### config.mk
export PLATFORM = sky130hd
export DESIGN_NAME = mem_burst_flat
export DESIGN_NICKNAME = d
export VERILOG_FILES = /design/src/rtl/mem_burst_if.sv /design/src/rtl/mem_burst.sv /design/src/flat_wrapper.sv
export SDC_FILE = /design/constraint.sdc
export NUM_CORES = 1
export LEC_CHECK = 0
export ABC_AREA = 0
export ABC_CLOCK_PERIOD_IN_PS = 3500
export CORE_UTILIZATION = 40
export DETAILED_ROUTE_END_ITERATION = 10
export DONT_BUFFER_PORTS = 1
export GPL_ROUTABILITY_DRIVEN = 0
export PLACE_DENSITY_LB_ADDON = 0.08
export SLEW_MARGIN = 20
export SYNTH_ARGS = -nofsm -noshare
export SYNTH_HDL_FRONTEND = slang
export SYNTH_SLANG_ARGS = --single-unit
### constraint.sdc
create_clock -name clk_i -period 3.5 [get_ports clk_i]
set_input_delay 0.7 -clock clk_i [delete_from_list [all_inputs] [get_ports clk_i]]
set_output_delay 0.7 -clock clk_i [all_outputs]
set_load 0.02 [all_outputs]
### src/rtl/mem_burst_if.sv
// Burst request, write-beat and read-beat signals shared by a mem_burst
// controller (slave) and whatever drives it (master).
interface mem_burst_if #(
    parameter int WIDTH = 8,
    parameter int ADDR  = 4,
    parameter int LENW  = 3
);
    logic             valid_i;
    logic             wr_rd_i;
    logic [ADDR-1:0]  addr_i;
    logic [LENW-1:0]  len_i;
    logic             ready_o;
    logic             wvalid_i;
    logic [WIDTH-1:0] wdata_i;
    logic [WIDTH-1:0] rdata_o;
    logic             rvalid_o;
    logic             busy_o;
    logic             done_o;

    modport master (
        output valid_i, wr_rd_i, addr_i, len_i, wvalid_i, wdata_i,
        input  ready_o, rdata_o, rvalid_o, busy_o, done_o
    );

    modport slave (
        input  valid_i, wr_rd_i, addr_i, len_i, wvalid_i, wdata_i,
        output ready_o, rdata_o, rvalid_o, busy_o, done_o
    );
endinterface

### src/rtl/mem_burst.sv
// Single-port word memory with a burst controller: one request sets up a
// write burst (beats paced by wvalid_i) or a read burst (one beat per cycle).
module mem_burst #(
    parameter int WIDTH = 8,
    parameter int DEPTH = 16,
    parameter int ADDR  = $clog2(DEPTH),
    parameter int LENW  = 3
) (
    input  logic        clk_i,
    input  logic        rst_i,
    mem_burst_if.slave  bus
);
    typedef enum logic [1:0] {IDLE, WRITE, READ} state_t;

    state_t           r_state;
    logic [ADDR-1:0]  r_ptr;
    logic [LENW-1:0]  r_cnt;
    logic [WIDTH-1:0] r_rdata;
    logic             r_rvalid;
    logic             r_rd_done;
    logic [WIDTH-1:0] r_mem [DEPTH];

    logic             w_wr_beat;
    logic             w_last;
    logic [ADDR-1:0]  w_ptr_next;

    assign w_wr_beat  = (r_state == WRITE) && bus.wvalid_i;
    assign w_last     = (r_cnt == '0);
    // Explicit wrap so non-power-of-two depths step from DEPTH-1 back to 0.
    assign w_ptr_next = (r_ptr == ADDR'(DEPTH - 1)) ? '0 : r_ptr + 1'b1;

    // NOTE: non-blocking assignments here so every register samples the
    // pre-edge values of its neighbours, independent of statement order.
    always_ff @(posedge clk_i or negedge rst_i) begin
        if (!rst_i) begin
            r_state   <= IDLE;
            r_ptr     <= '0;
            r_cnt     <= '0;
            r_rdata   <= '0;
            r_rvalid  <= 1'b0;
            r_rd_done <= 1'b0;
        end else begin
            r_rvalid  <= 1'b0;
            r_rd_done <= 1'b0;
            case (r_state)
                IDLE: begin
                    if (bus.valid_i) begin
                        r_ptr   <= bus.addr_i;
                        r_cnt   <= bus.len_i;
                        r_state <= bus.wr_rd_i ? WRITE : READ;
                    end
                end
                WRITE: begin
                    if (bus.wvalid_i) begin
                        r_ptr <= w_ptr_next;
                        r_cnt <= r_cnt - 1'b1;
                        if (w_last) r_state <= IDLE;
                    end
                end
                READ: begin
                    r_rdata  <= r_mem[r_ptr];
                    r_rvalid <= 1'b1;
                    r_ptr    <= w_ptr_next;
                    r_cnt    <= r_cnt - 1'b1;
                    if (w_last) begin
                        r_rd_done <= 1'b1;
                        r_state   <= IDLE;
                    end
                end
                default: r_state <= IDLE;
            endcase
        end
    end

    // NOTE: the array has no reset so it maps onto plain RAM and its
    // contents survive a controller reset.
    always_ff @(posedge clk_i) begin
        if (w_wr_beat) r_mem[r_ptr] <= bus.wdata_i;
    end

    // A write's done marks the beat being presented; a read's done is
    // registered so it lines up with the final rvalid_o.
    assign bus.ready_o  = rst_i && (r_state == IDLE);
    assign bus.busy_o   = (r_state != IDLE);
    assign bus.done_o   = r_rd_done || (w_wr_beat && w_last);
    assign bus.rdata_o  = r_rdata;
    assign bus.rvalid_o = r_rvalid;
endmodule
### src/flat_wrapper.sv
// flat-port wrapper written by rule: the top's interface ports become plain ports
module mem_burst_flat 
#(
    parameter int WIDTH = 8,
    parameter int DEPTH = 16,
    parameter int ADDR  = $clog2(DEPTH),
    parameter int LENW  = 3
)
  (clk_i, rst_i, bus_valid_i, bus_wr_rd_i, bus_addr_i, bus_len_i, bus_wvalid_i, bus_wdata_i, bus_ready_o, bus_rdata_o, bus_rvalid_o, bus_busy_o, bus_done_o);
  mem_burst_if #(.WIDTH(WIDTH), .ADDR(ADDR), .LENW(LENW)) bus_i ();
  input  logic clk_i;
  input  logic rst_i;
  input wire logic [$bits(bus_i.valid_i)-1:0] bus_valid_i;
  input wire logic [$bits(bus_i.wr_rd_i)-1:0] bus_wr_rd_i;
  input wire logic [$bits(bus_i.addr_i)-1:0] bus_addr_i;
  input wire logic [$bits(bus_i.len_i)-1:0] bus_len_i;
  input wire logic [$bits(bus_i.wvalid_i)-1:0] bus_wvalid_i;
  input wire logic [$bits(bus_i.wdata_i)-1:0] bus_wdata_i;
  output wire logic [$bits(bus_i.ready_o)-1:0] bus_ready_o;
  output wire logic [$bits(bus_i.rdata_o)-1:0] bus_rdata_o;
  output wire logic [$bits(bus_i.rvalid_o)-1:0] bus_rvalid_o;
  output wire logic [$bits(bus_i.busy_o)-1:0] bus_busy_o;
  output wire logic [$bits(bus_i.done_o)-1:0] bus_done_o;
  assign bus_i.valid_i = bus_valid_i;
  assign bus_i.wr_rd_i = bus_wr_rd_i;
  assign bus_i.addr_i = bus_addr_i;
  assign bus_i.len_i = bus_len_i;
  assign bus_i.wvalid_i = bus_wvalid_i;
  assign bus_i.wdata_i = bus_wdata_i;
  assign bus_ready_o = bus_i.ready_o;
  assign bus_rdata_o = bus_i.rdata_o;
  assign bus_rvalid_o = bus_i.rvalid_o;
  assign bus_busy_o = bus_i.busy_o;
  assign bus_done_o = bus_i.done_o;
  mem_burst #(.WIDTH(WIDTH), .DEPTH(DEPTH), .ADDR(ADDR), .LENW(LENW)) u_core (.clk_i(clk_i), .rst_i(rst_i), .bus(bus_i));
endmodule
# After elaboration in Yosys (flattened, before gate mapping)
# Memories as Yosys holds them, arrays and structs flattened. A register that Yosys moved wholly into a read port is not among the register bits.
# Cells that the tools add are included.
[word_totals]
n_memories = 1
ram_bits = 128
reg_bits = 11
wordCells = 41
[memory_table]
columns = ["memory", "depth", "word_bits", "read_ports", "rd_ports_with_merged_regs", "wr", "line", "rtl"]
rows = [
  ["u_core.r_mem", 16, 8, 1, 1, 1, "mem_burst.sv:21", "logic [WIDTH-1:0] r_mem [DEPTH];"],
]
[classes]
eq_ne = 5
reduce_logical = 11
muxes = 17
add_sub_neg = 2
[op_table]
columns = ["operator", "count"]
rows = [
  ["$mux 4", 3],
  ["$pmux 4 s3", 1],
  ["$pmux 3 s3", 1],
  ["$mux 2", 4],
  ["$mux 3", 2],
  ["$pmux 2 s3", 1],
  ["$mux 1", 5],
  ["$add 4x1->4 const B", 1],
  ["$eq 4x4->1 const B", 1],
  ["$ne 2x2->1 const B", 2],
  ["$logic_and 1x1->1", 3],
  ["$logic_not 3->1", 1],
  ["$reduce_and 3->1", 1],
  ["$reduce_bool 3->1", 1],
  ["$sub 3x1->3 const B", 1],
  ["$eq 2x1->1 const B", 1],
  ["$eq 2x2->1 const B", 1],
  ["$logic_not 2->1", 1],
  ["$reduce_and 2->1", 1],
  ["$reduce_bool 2->1", 1],
  ["$logic_not 1->1", 1],
  ["$logic_or 1x1->1", 1],
]

# Depth between registers and ports, before layout
# Gate-level depths: netlist of run 1.
[depth]
word_depth = 4
mapped_depth = 7

# Least setup slack after synthesis of run 1
# No wires, ideal clock.
[synth_path]
path_type = "register -> register"
startpoint = "reg u_core.r_ptr[0]"
endpoint = "mem u_core.r_mem[0][0] (enable)"
t_arrival_ps = 1814
stages_incl_launch_ff = 8
path_slack_ps = 1303
cell_sequence = "dfrtp_1 buf_6 buf_6 buf_4 inv_1 ha_1 nand2_1 nor3_1"
[synth_lines]
columns = ["element", "line", "rtl"]
rows = [
  ["start, declared", "mem_burst.sv:16", "logic [ADDR-1:0] r_ptr;"],
  ["start signal, assigned", "mem_burst.sv:48", "r_ptr <= bus.addr_i;"],
  ["start signal, assigned", "mem_burst.sv:55", "r_ptr <= w_ptr_next;"],
  ["start signal, assigned", "mem_burst.sv:63", "r_ptr <= w_ptr_next;"],
  ["end, declared", "mem_burst.sv:21", ""],
]
# Straight into the memory's write port.

# Worst setup path in the final report of run 1
[layout_path]
startpoint = "reg u_core.r_state[1]"
endpoint = "out bus_done_o"
[layout_between]
elab_chain_len = 4
[layout_lines]
columns = ["element", "line", "rtl"]
rows = [
  ["start, declared", "mem_burst.sv:15", "state_t r_state;"],
  ["start signal, assigned", "mem_burst.sv:50", "r_state <= bus.wr_rd_i ? WRITE : READ;"],
  ["$eq 2x1->1", "mem_burst.sv:27", "assign w_wr_beat = (r_state == WRITE) && bus.wvalid_i;"],
  ["$logic_and 1x1->1", "mem_burst.sv:27", ""],
  ["$logic_and 1x1->1", "mem_burst.sv:85", "assign bus.done_o = r_rd_done || (w_wr_beat && w_last);"],
  ["$logic_or 1x1->1", "mem_burst.sv:85", ""],
  ["end, declared", "flat_wrapper.sv:23", "output wire logic [$bits(bus_i.done_o)-1:0] bus_done_o;"],
]
# No other way between the ends.

==> results of run 1 <==
-- cells by family (layout without fill, tap and decap cells) --
family	count (synthesis)	in the layout	share of synthesized area [%]
AOI/OAI and AO/OA	53	53	6.05
adders and majority gates	11	11	2.26
buffers and inverters	34	51	3.16
DFF	147	147	70.8
muxes	58	58	11.2
and+or+nand+nor	86	86	6.53
-- path summary, 6_finish.rpt --
kind,to,slack (ps),start,cells after the start
max reg2reg,u_core.r_mem[11][6],1240,u_core.r_ptr[3],3
max,bus_done_o,1150,u_core.r_state[1],3
max in group asynchronous,u_core.r_ptr[0],2930,rst_i,1
min in group clk_i,u_core.r_mem[7][4],370,bus_wdata_i[4],0
min reg2reg,u_core.r_cnt[1],570,u_core.r_cnt[1],2
min,u_core.r_ptr[1],220,rst_i,1
-- placed cells by master, fill, tap and decap left out, drive strengths merged --
master / count
nand3b: 2
nand3: 13
and2: 2
or2: 2
clkbuf: 20
ha: 11
inv: 11
o211ai: 2
edfxtp: 128
nor2: 30
o21ai: 11
a221o: 1
a41o: 1
o22ai: 16
a222oi: 1
mux2i: 50
or3: 1
nand4b: 1
or3b: 2
nand2: 22
clkinv: 7
mux4: 8
a221oi: 2
and3: 1
nor2b: 1
clkinvlp: 3
dfrtp: 19
a211oi: 1
a31oi: 9
buf: 9
nor3: 6
a21oi: 1
bufinv: 1
nand2b: 3
a2bb2oi: 8
-- sequential cells by signal, indices dropped and copies added (netlist names) --
name	cells
u_core.r_mem	128
u_core.bus.rdata_o	8
u_core.r_ptr	4
u_core.r_cnt	3
u_core.r_state	2
u_core.bus.rvalid_o	1
u_core.r_rd_done	1
-- what timing repair did --
action | CTS | global route
endpoints found under the hold margin | 19 | 0
hold buffers | 1 | 0
setup endpoints to repair | 0 | 0
-- power breakdown --
part / leakage, nW / switching [mW] / internal [mW]
clock network: 0.248 / 0.669 / 0.961
logic: 0.733 / 0.830 / 0.610
registers: 1.37 / 0.246 / 2.06
-- metrics by stage --
stage          utilization (%)  instances  hold slack [ps]  setup slack (ps)  area (sq um)
6_report                  46.0        590              220              1150          6770
4_1_cts                   46.1        590              350              1120          6770
2_1_floorplan                -        389              404              1300          6100
3_3_place_gp              42.4        557              405              1180          6230
3_5_place_dp              42.4        557              405              1190          6230
5_1_grt                   46.0        590              255              1020          6770
-- area by class of cell --
| class | instances | area [sq um] | share of cell area (%) |
|---|---|---|---|
| clock inverter | 12 | 90.1 | 1.33 |
| multi-input combinational | 208 | 1590 | 23.4 |
| timing repair buffer | 9 | 65.1 | 0.962 |
| inverter | 10 | 37.5 | 0.555 |
| clock buffer | 20 | 437 | 6.45 |
| tap | 184 | 230 | 3.40 |
| sequential | 147 | 4320 | 63.9 |
-- layer usage --
| metal | global-route usage [%] | up-vias | share of wire [%] |
|---|---|---|---|
| li1 | - | 1504 | - |
| met1 | 22.6 | 1563 | 45 |
| met2 | 27.9 | 70 | 47 |
| met3 | 6.97 | 7 | 7.7 |
| met4 | 5.16 | 0 | 0.82 |
| met5 | 0 | - | 0 |
-- worst max-delay path, cell delays in order (launching register included) --
cell	delay, ps
dfrtp_1	390
inv_1	90
ha_1	400
a41o_1	340
==> flow_metrics.py, run 1 <==
metrics = {
    "status": {
        "outcome": "finished, violations left",
        "violations": "DRC",
    },
    "global_route": {
        "grt_overflow": 0,
        "antenna_found_initial": 0,
        "grt_pass1_vias": 3280,
        "grt_max_degree": 38,
        "track_usage_pct": 17.7,
        "grt_pass1_wl_um": 19800,
    },
    "power": {
        "peakVddDrop_v": 0.000397,
        "power.density_mw_per_mm2": 794,
        "cellLeakagePower_nw": 2.35,
        "power_mw": 5.37,
    },
    "sta": {
        "drv_slew": 0,
        "rsz0062_at_grt": "false",
        "hold_viol": 0,
        "setup_tns_ps": 0,
        "fmax_mhz": 425,
        "fin_crit_sh_pct": 67.2,
        "relSlewSlack_pct": 39.8,
        "skew_ps": 12.4,
        "setup_viol": 0,
        "min_period_ps": 2350,
        "worst_pin_slew_ps": 899,
    },
    "cells_and_area": {
        "nNetsFinal": 424,
        "antenna_cells": 0,
        "drive_gt1_share_pct": 11.8,
        "fillers": 1257,
        "area_delta_synth_final_pct": 11.0,
    },
    "routing": {
        "drt_wl_total_um": 12800,
        "route.detailed.drc": 4,
        "dr.pass1.iters": 7,
        "drtIter0Drc": 229,
        "detailroute.via_count": 3144,
        "vias_per_cell": 5.33,
        "postRouteAntennaNets": 0,
        "wire_per_inst_um": 21.7,
    },
    "die": {
        "initial_utilization_pct": 41.5,
        "rows": 44,
        "die-width_um": 125,
        "io-pin-count": 32,
        "die_h_um": 125,
        "core-area_sq_mm": 0.0147,
        "die_area_sq_mm": 0.0157,
    },
    "clock_tree": {
        "clk_pin_slew_ps": 60,
        "htree_levels": 4,
        "insertion_delay_ps": 430,
        "cts_root_buffer": "clkbuf_16",
        "clk_path_buf_depth": 2,
        "clock_sinks": 147,
        "cts_buffers": 17,
        "cts_setup_buffers": 0,
        "cts_tree": "done",
        "cts_resized": 0,
    },
    "yosys": {
        "yosysSeqAreaShare_pct": 70.8,
        "ys_seq_elements": 147,
        "synth.top_cell.area_share_pct": 63.0,
        "yosysUniqueCellTypes": 38,
        "mappedNetlistNets": 420,
        "synth_area_leader_cell": "edfxtp_1",
        "synth_edf_count": 128,
        "synthArstFlopShare_pct": 12.9,
        "synthTopCellsByArea": "edfxtp_1 (63%), mux2i_1 (8.2%), dfrtp_1 (7.8%), mux4_2 (3.0%), ha_1 (2.3%)",
        "syn_inst": 389,
        "synth_common_cells": "edfxtp_1 (128), mux2i_1 (50), nor2_1 (30)",
        "yosys_warnings": 0,
        "synth_most_common_cell": "edfxtp_1",
        "syn_area_sq_mm": 0.00610,
        "syn_area_per_cell_sq_um": 15.7,
        "synth_ff_type": "edfxtp_1",
    },
    "place": {
        "io_buffers": 0,
        "dp_hpwl_um": 8390,
    },
    "setup_path": {
        "crit_path_max_fanout": 10,
        "cp-end-kind": "output port",
        "worstSetupPathType": "register to output port",
        "critPathRequiredTime_ps": 2800,
        "start_kind": "register",
        "worstPathArrival_ps": 1650,
    },
    "job": {
        "max_cap_viol_count": 0,
    },
    "min_path": {
        "worstHoldPathType": "input pin to asynchronous set/reset pin",
    },
}
No activity file was read; power rests on OpenSTA's default activity.
==> run 2: changes to the inputs <==
ABC_CLOCK_PERIOD_IN_PS = 2020   (was 3500)
clock period = 2.02 ns   (was 3.5 ns; I/O delays follow)
==> run 2 against run 1 <==
  * Count of clock-buffer cells in the layout fell by 3
  * The flow still finishes with violations (DRC)
  * Register-to-register slack got worse by 1100 ps
  * Sequential cell count did not move
  * Worst setup slack got worse by 1100 ps
==> flow_metrics.py, run 2 (synthesis results as in run 1) <==
metrics = {
    "sta": {
        "setup_tns_ps": 0,
        "whs_ps": 78.9,
        "fmax_mhz": 518,
        "setup_viol": 0,
        "rsz0062_at_grt": "false",
        "fin_crit_sh_pct": 95.6,
        "relSlewSlack_pct": 53.5,
        "drv_slew": 0,
        "fin_ws_ps": 89.0,
        "worst_pin_slew_ps": 697,
        "hold_viol": 0,
        "min_period_ps": 1930,
        "skew_ps": 8.05,
    },
    "die": {
        "rows": 44,
        "die_h_um": 125,
        "core-area_sq_mm": 0.0147,
        "io-pin-count": 32,
        "initial_utilization_pct": 41.5,
        "die_area_sq_mm": 0.0157,
        "die-width_um": 125,
    },
    "global_route": {
        "track_usage_pct": 18.3,
        "grt_pass1_vias": 3203,
        "grt_max_degree": 33,
        "grt_pass1_wl_um": 20200,
        "grt_overflow": 0,
        "antenna_found_initial": 0,
    },
    "place": {
        "io_buffers": 0,
        "place_ws_ps": 26.9,
        "placedInstanceArea_sq_mm": 0.00642,
        "dp_hpwl_um": 8900,
    },
    "setup_path": {
        "worstPathArrival_ps": 1530,
        "r2r-start": "u_core.r_state[1]",
        "cp-end-kind": "output port",
        "crit_path_top_delay_cell": "dfrtp_1",
        "r2r_slack_ps": 180,
        "critical-path-max-stage-delay_ps": 410,
        "reg2reg_to": "u_core.r_ptr[2]",
        "critPathTopFamily": "flip-flops",
        "ff2ff_path_depth": 5,
        "worstSetupPathType": "register to output port",
        "worstPathBufferInverterCount": 1,
        "path_cells": "inv_1, ha_2, a41o_4",
        "critPathRequiredTime_ps": 1620,
        "start_kind": "register",
        "crit_path_max_fanout": 10,
    },
    "routing": {
        "wire_per_inst_um": 22.2,
        "postRouteAntennaNets": 0,
        "route.detailed.drc": 4,
        "vias_per_cell": 5.32,
        "detailroute.via_count": 3247,
        "drt_wl_total_um": 13600,
        "dr.pass1.iters": 10,
        "drtIter0Drc": 276,
    },
    "clock_tree": {
        "insertion_delay_ps": 420,
        "clk_path_buf_depth": 2,
        "cts_tree": "done",
        "cts_setup_buffers": 0,
        "htree_levels": 4,
        "cts_root_buffer": "clkbuf_16",
        "clock_sinks": 147,
        "clk_pin_slew_ps": 60,
        "cts_buffers": 17,
    },
    "cells_and_area": {
        "mostFrequentLayoutCell": "edfxtp_1",
        "final_cell_mix": "edfxtp_1 (128), mux2i_1 (50), nor2_1 (30)",
        "max_flop_register": "u_core.r_mem",
        "area_delta_synth_final_pct": 15.2,
        "nNetsFinal": 445,
        "utilization_pct": 47.8,
        "postLayoutCellArea_sq_mm": 0.00702,
        "antenna_cells": 0,
        "largest_reg_flops": 128,
        "drive_gt1_share_pct": 18.3,
    },
    "min_path": {
        "worstHoldPathCells": 0,
        "worstHoldPathType": "input pin to register",
        "min_to": "u_core.r_mem[1][3]",
        "hp-start": "bus_wdata_i[3]",
    },
    "power": {
        "peakVddDrop_v": 0.000671,
        "cellLeakagePower_nw": 2.49,
        "power.density_mw_per_mm2": 1410,
    },
    "status": {
        "violations": "DRC",
        "outcome": "finished, violations left",
    },
    "job": {
        "max_cap_viol_count": 0,
    },
}
run 2: changes by cell type in the layout (fill, tap and decap cells not counted), moves of 2 or more:
cell	change
buf_12	+2
buf_4	+18
clkbuf_1	-3
clkinv_1	-3
inv_6	+3
nor3_1	-2
nor3_2	+2
run 2: layout make-up:
class                           count  area [sq um]
Multi-Input combinational cell    208          1610
Tap cell                          184           230
Sequential cell                   147          4320
Timing Repair Buffer               30           250
Clock inverter                     14           150
Clock buffer                       17           425
Fill cell                        1254          7670
Inverter                           10          37.5
run 2: report_power, final:
| group | leakage [nW] | total (mW) | switching, mW | internal (mW) |
|---|---|---|---|---|
| logic | 0.847 | 2.89 | 1.65 | 1.23 |
| clock network | 0.274 | 3.08 | 1.26 | 1.82 |
| registers | 1.37 | 3.91 | 0.349 | 3.56 |
run 2: repair_timing:
action                                  4_1_cts  5_1_grt
hold buffers                                  1        1
endpoints found under the setup margin        2        2
gates resized for setup                       1        2
pin swaps                                     0        0
hold endpoints to repair                     19       19
run 2: through the flow:
stage / total power [mW] / cells
finish: 9.88 / 610
global route: 10.3 / 610
CTS: 9.95 / 609
detailed placement: 6.84 / 577
global placement: 6.84 / 577
floorplan: 6.08 / 389
run 2: worst max-delay path by stage:
stage | slack [ps] | cells after the start | start | end
after floorplan | -140 | 7 | u_core.r_ptr[0] | u_core.r_mem[2][0]
after global placement | -60 | 5 | u_core.r_state[1] | u_core.r_ptr[2]
after detailed placement | 30 | 5 | u_core.r_state[1] | u_core.r_ptr[2]
after CTS | 40 | 3 | u_core.r_state[1] | bus_done_o
after global routing | 8 | 3 | u_core.r_state[1] | bus_done_o
final | 90 | 3 | u_core.r_state[1] | bus_done_o
run 2: layer usage:
metal / share of wire [%] / GRT usage, %
met2: 45 / 26.3
met3: 6.5 / 6.42
met5: 0 / 0
met4: 0.64 / 5.45
met1: 48 / 25.9
